==> src/rtl/enc_cnt_pkg.sv <==
// Shared state encoding and sizing helper for the multi-channel encoder counter.
package enc_cnt_pkg;

    localparam logic [1:0] ST_IDLE   = 2'd0;
    localparam logic [1:0] ST_WAIT_Z = 2'd1;
    localparam logic [1:0] ST_ACTIVE = 2'd2;

    typedef enum logic [1:0] {
        StIdle   = ST_IDLE,
        StWaitZ  = ST_WAIT_Z,
        StActive = ST_ACTIVE
    } ch_state_e;

    // Select width never drops below one bit, even for a single channel.
    function automatic int sel_width(input int n);
        return (n <= 1) ? 1 : $clog2(n);
    endfunction

endpackage

==> src/rtl/enc_cnt_ch.sv <==
// One encoder channel: input synchronisers, edge detect, arm/index FSM, counter
// and sticky overflow.
module enc_cnt_ch
    import enc_cnt_pkg::*;
#(
    parameter int CNT_W       = 64,
    parameter int SYNC_STAGES = 2,
    parameter bit Z_GATE      = 1'b1,
    parameter bit CLR_ON_Z    = 1'b0
) (
    input  logic             clk,
    input  logic             rst,
    input  logic             arm,
    input  logic             a,
    input  logic             z,
    output logic             a_stb,
    output logic             z_stb,
    output logic [CNT_W-1:0] cnt,
    output logic             overflow,
    output logic             ready
);

    logic [SYNC_STAGES-1:0] a_sync_q, z_sync_q;
    logic                   a_prev_q, z_prev_q;
    logic                   a_edge, z_edge;
    ch_state_e              state_q, state_d;
    logic [CNT_W-1:0]       cnt_q, cnt_d;
    logic                   ovf_q, ovf_d;
    logic                   a_stb_q, a_stb_d;
    logic                   z_stb_q, z_stb_d;

    assign a_edge = a_sync_q[SYNC_STAGES-1] & ~a_prev_q;
    assign z_edge = z_sync_q[SYNC_STAGES-1] & ~z_prev_q;

    always_ff @(posedge clk) begin
        if (rst) begin
            a_sync_q <= '0;
            z_sync_q <= '0;
            a_prev_q <= 1'b0;
            z_prev_q <= 1'b0;
            state_q  <= StIdle;
            cnt_q    <= '0;
            ovf_q    <= 1'b0;
            a_stb_q  <= 1'b0;
            z_stb_q  <= 1'b0;
        end else begin
            a_sync_q <= {a_sync_q[SYNC_STAGES-2:0], a};
            z_sync_q <= {z_sync_q[SYNC_STAGES-2:0], z};
            a_prev_q <= a_sync_q[SYNC_STAGES-1];
            z_prev_q <= z_sync_q[SYNC_STAGES-1];
            state_q  <= state_d;
            cnt_q    <= cnt_d;
            ovf_q    <= ovf_d;
            a_stb_q  <= a_stb_d;
            z_stb_q  <= z_stb_d;
        end
    end

    always_comb begin
        state_d = state_q;
        cnt_d   = cnt_q;
        ovf_d   = ovf_q;
        a_stb_d = 1'b0;
        z_stb_d = z_edge && (state_q != StIdle);
        // Disarm holds count and overflow so the last value stays readable.
        if (!arm) begin
            state_d = StIdle;
        end else begin
            unique case (state_q)
                StIdle: begin
                    cnt_d   = '0;
                    ovf_d   = 1'b0;
                    state_d = Z_GATE ? StWaitZ : StActive;
                end
                StWaitZ: begin
                    if (z_edge) state_d = StActive;
                end
                StActive: begin
                    if (CLR_ON_Z && z_edge) begin
                        cnt_d   = a_edge ? CNT_W'(1) : '0;
                        a_stb_d = a_edge;
                    end else if (a_edge) begin
                        cnt_d   = cnt_q + CNT_W'(1);
                        a_stb_d = 1'b1;
                        if (&cnt_q) ovf_d = 1'b1;
                    end
                end
                default: state_d = StIdle;
            endcase
        end
    end

    assign a_stb    = a_stb_q;
    assign z_stb    = z_stb_q;
    assign cnt      = cnt_q;
    assign overflow = ovf_q;
    assign ready    = (state_q == StActive);

endmodule

==> src/rtl/enc_cnt_multi.sv <==
// N-channel encoder pulse counter: independent channel instances, packed outputs
// and a registered per-channel count select for the readout path.
module enc_cnt_multi
    import enc_cnt_pkg::*;
#(
    parameter int  N_CH        = 2,
    parameter int  CNT_W       = 64,
    parameter int  SYNC_STAGES = 2,
    parameter bit  Z_GATE      = 1'b1,
    parameter bit  CLR_ON_Z    = 1'b0,
    localparam int SEL_W       = sel_width(N_CH)
) (
    input  logic                  clk,
    input  logic                  i_rst,
    input  logic [N_CH-1:0]       i_arm,
    input  logic [N_CH-1:0]       i_a,
    input  logic [N_CH-1:0]       i_z,
    input  logic [SEL_W-1:0]      i_sel,
    output logic [N_CH-1:0]       o_a,
    output logic [N_CH-1:0]       o_z,
    output logic [N_CH*CNT_W-1:0] o_cnt,
    output logic [CNT_W-1:0]      o_sel_cnt,
    output logic [N_CH-1:0]       o_overflow,
    output logic [N_CH-1:0]       o_ready
);

    logic [CNT_W-1:0] cnt_arr [N_CH];
    logic [CNT_W-1:0] sel_cnt_q, sel_cnt_d;

    for (genvar k = 0; k < N_CH; k++) begin : g_ch
        enc_cnt_ch #(
            .CNT_W      (CNT_W),
            .SYNC_STAGES(SYNC_STAGES),
            .Z_GATE     (Z_GATE),
            .CLR_ON_Z   (CLR_ON_Z)
        ) u_ch (
            .clk     (clk),
            .rst     (i_rst),
            .arm     (i_arm[k]),
            .a       (i_a[k]),
            .z       (i_z[k]),
            .a_stb   (o_a[k]),
            .z_stb   (o_z[k]),
            .cnt     (o_cnt[k*CNT_W +: CNT_W]),
            .overflow(o_overflow[k]),
            .ready   (o_ready[k])
        );
        assign cnt_arr[k] = o_cnt[k*CNT_W +: CNT_W];
    end

    // Selects beyond the last channel read back as zero.
    always_comb begin
        sel_cnt_d = '0;
        for (int k = 0; k < N_CH; k++) begin
            if (i_sel == SEL_W'(k)) sel_cnt_d = cnt_arr[k];
        end
    end

    always_ff @(posedge clk) begin
        if (i_rst) sel_cnt_q <= '0;
        else       sel_cnt_q <= sel_cnt_d;
    end

    assign o_sel_cnt = sel_cnt_q;

endmodule

==> config.mk <==
export PLATFORM = sky130hd
export DESIGN_NAME = enc_cnt_multi
export DESIGN_NICKNAME = d
export VERILOG_FILES = /design/src/rtl/enc_cnt_pkg.sv /design/src/rtl/enc_cnt_ch.sv /design/src/rtl/enc_cnt_multi.sv
export SDC_FILE = /design/constraint.sdc
export NUM_CORES = 1
export LEC_CHECK = 0
export BUFFER_PORTS_ARGS = -buffer_cell sky130_fd_sc_hd__buf_2
export CORE_UTILIZATION = 49
export DETAILED_ROUTE_END_ITERATION = 8
export GPL_TIMING_DRIVEN = 0
export PLACE_DENSITY = 0.81
export SLEW_MARGIN = 20
export SYNTH_ARGS = -nofsm -noshare
export SYNTH_HDL_FRONTEND = slang
export SYNTH_SLANG_ARGS = --single-unit
==> constraint.sdc <==
create_clock -name clk -period 2.1 [get_ports clk]
set_input_delay 0.105 -clock clk [delete_from_list [all_inputs] [get_ports clk]]
set_output_delay 0.105 -clock clk [all_outputs]
set_load 0.005 [all_outputs]
==> results_dict.tcl <==
set metrics [dict create \
    synthXorXnorAreaFrac_pct 5.23 \
    avgViaCountPerCell 6.36 \
    port-buffer-count 207 \
    grt_overflow 0 \
    muxShareOfSynthArea_pct 7.26 \
    num_vias 10400 \
    grt_pass1_wl_mm 49.5 \
    status "finished with violations" \
    syn-instance-count 1065 \
    syn-cell-area_sq_um 9380 \
    syn_to_final_growth_pct 40.5 \
    max_clock_freq_mhz 451 \
    diodes 0 \
    synth_cell_types 57 \
    grt_usage_pct 31.8 \
    multi_input_area_sq_um 5400 \
    wirelength_mm 35.1 \
    rsz0062_at_grt "true" \
    setup_viol 33 \
    max_slew_margin_pct 23.0 \
    grt_start_max_net_pins 15 \
    cp-end-kind "register" \
    ctsHtreeMaxLevel 1 \
    period_share_pct 106 \
    min_path_type "primary input to register" \
    synth_seq_cells 214 \
    synth-compound-area-share_pct 9.97 \
    path_clk_slew_ns 0.07 \
    core_sq_um 18700 \
    slew_violations 0 \
    placedInstanceArea_sq_um 10800 \
    violations "setup timing" \
    synth_top_family_by_area "simple AND/OR/NAND/NOR gates" \
    yosys_warnings 0 \
    clk_latency_ns 0.51 \
    grt_antenna_before_repair 0 \
    p_total_w 0.00835 \
    die-height_um 140 \
    worst_setup_path_start_kind "register" \
    syn_area_per_cell_sq_um 8.80 \
    final_common_cell "buf_2" \
    wire_per_inst_um 21.4 \
    place_ws_ns -0.759 \
    worstPathRequired_ns 2.46 \
    cp_max_fo 10 \
    drtIter0Drc 1159 \
    worstPathArrival_ns 2.57 \
    tightest_slew_ns 1.15 \
    worst-setup-path-type "register to register" \
    cts.sinks 214 \
    cts-root-buf "clkbuf_16" \
    ys.flop_type "dfxtp_1" \
    power_density_nw_per_um2 633 \
    fin_tns_setup_ns -1.41 \
    seq_area_frac_synth_pct 45.7 \
    final_hold_viol_count 0 \
    rows 50 \
    final_cell_area_sq_um 13200 \
    start_util_pct 50.1 \
    ir_drop_mv 0.425 \
    maxCapViolCount 0 \
    syn-num-nets 1076 \
    dr.pass1.iters 6 \
    synth-async-reset-ratio_pct 0 \
    clockBufferDepth 3 \
    die_x_um 140 \
    gp_congestion 0.883 \
    ant_nets 0 \
    sequential_cell_area_sq_um 4480 \
    die_area_sq_um 19700 \
    cts_tree "yes" \
    synth_simple_gate_area_share_pct 27.9 \
    nets 1402 \
    numCtsBuffers 22 \
    io_pins 209 \
    finalClockSkew_ns 0.0123 \
    drc 0 \
    hpwl_mm 20.8 \
    drive_gt1_share_pct 39.2 \
    first_global_vias 9361 \
    layout_common_cells "buf_2 (211), nor2_1 (145), dfxtp_1 (128), buf_4 (92), mux2i_1 (68)" \
    synth_fa_ha_area_share_pct 0.267 \
    synth_edf_count 0 \
    n_fill_cell 1249 \
    p_leak_nw 5.46 \
    fin_ws_ns -0.116 \
    min_period_ns 2.22 \
]
## cells by family after synthesis
logic type               count (synthesis)
AND/OR/NAND/NOR                        491
flip-flops                             214
AO/OA/AOI/OAI                          152
buffers and inverters                   82
multiplexers                            68
XOR/XNOR                                56
adder cells (fa/ha/maj)                  2
## synth_stat cells (5+ instances only)
cell      count  area [sq um]
dfxtp_1     214          4280
nor2_1      146           548
a21oi_1      68           340
mux2i_1      68           681
nand2_1      60           225
nand4_1      55           344
nand3_1      53           265
clkbuf_1     39           146
or3_1        36           225
o21ai_0      35           175
xor2_1       32           280
inv_1        25          93.8
or4_1        25           188
xnor2_1      24           210
o31ai_1      20           150
nor4_1       19           119
nor3_1       18          90.1
nor2b_1      14          87.6
and3_1       12          75.1
nand2b_1     11          68.8
and4_1       10          87.6
buf_4         8          60.1
buf_1         7          26.3
nand4b_1      5          43.8
o21a_1        5          37.5
## registers in the layout, summed over array words and instances (netlist names)
signal              flops
g_ch.u_ch.a_prev_q      2
g_ch.u_ch.z_sync_q      4
g_ch.u_ch.overflow      2
g_ch.u_ch.z_prev_q      2
o_sel_cnt              64
g_ch.u_ch.a_sync_q      4
g_ch.u_ch.cnt         128
g_ch.u_ch.z_stb         2
g_ch.u_ch.state_q       4
g_ch.u_ch.a_stb         2
## where the power goes
| group | leakage [nW] | internal [W] | switching [W] | total [W] |
|---|---|---|---|---|
| Combinational | 3.30 | 0.0000778 | 0.000179 | 0.000257 |
| Sequential | 1.78 | 0.00402 | 0.00000722 | 0.00403 |
| Clock | 0.371 | 0.00239 | 0.00167 | 0.00406 |
| Total | 5.46 | 0.00649 | 0.00186 | 0.00835 |
## final timing paths
| check | from | end | slack (ns) | depth (start not counted) |
|---|---|---|---|---|
| hold / removal | i_rst | g_ch[0].u_ch.a_stb | 0.03 | 3 |
| setup / recovery | g_ch[1].u_ch.state_q[1] | g_ch[1].u_ch.cnt[2] | -0.12 | 6 |
| hold reg to reg | g_ch[0].u_ch.a_sync_q[0] | g_ch[0].u_ch.a_sync_q[1] | 0.44 | 1 |
| setup reg to reg | g_ch[1].u_ch.state_q[1] | g_ch[1].u_ch.cnt[2] | -0.12 | 6 |
## critical path, cell delays in order (launching register included)
cell and delay, ns:
dfxtp_1 0.41, clkbuf_2 0.26, nor2_1 0.22, or2_2 0.15, clkbuf_1 0.30, clkbuf_1 0.56, nor2_1 0.15
## metal layers
layer / part of all wire, % / up-vias / global-route usage, %
met5: 0 / - / 0
li1: - / 4498 / -
met4: 6.2 / 0 / 14.6
met1: 36 / 4915 / 39.5
met3: 11 / 199 / 5.40
met2: 47 / 826 / 53.9
## cell type report
type                            instances  share of cell area, %
Clock buffer                           29                   4.84
Tap cell                              234                   2.22
Clock inverter                         11                  0.864
Multi-Input combinational cell        770                   41.0
Inverter                               25                  0.712
Buffer                                 48                   2.15
Timing Repair Buffer                  310                   14.2
Sequential cell                       214                   34.0
## timing repair
| item | CTS | global route |
|---|---|---|
| pin swaps | 32 | 47 |
| hold buffers | 6 | 0 |
| resized for setup | 163 | 113 |
| buffers inserted | 58 | 35 |
| endpoints found under the hold margin | 10 | 0 |
| cloned | 2 | 3 |
| endpoints found under the setup margin | 115 | 94 |
## stage by stage
step / hold slack [ns] / utilization [%] / instances
finish: 0.0326 / 70.4 / 1641
global route: 0.0480 / 70.4 / 1641
CTS: 0.0140 / 67.1 / 1605
detailed placement: 0.323 / 57.5 / 1506
global placement: 0.322 / 57.4 / 1506
floorplan: 0.233 / - / 1065
Power figures use the tool's default switching activity.
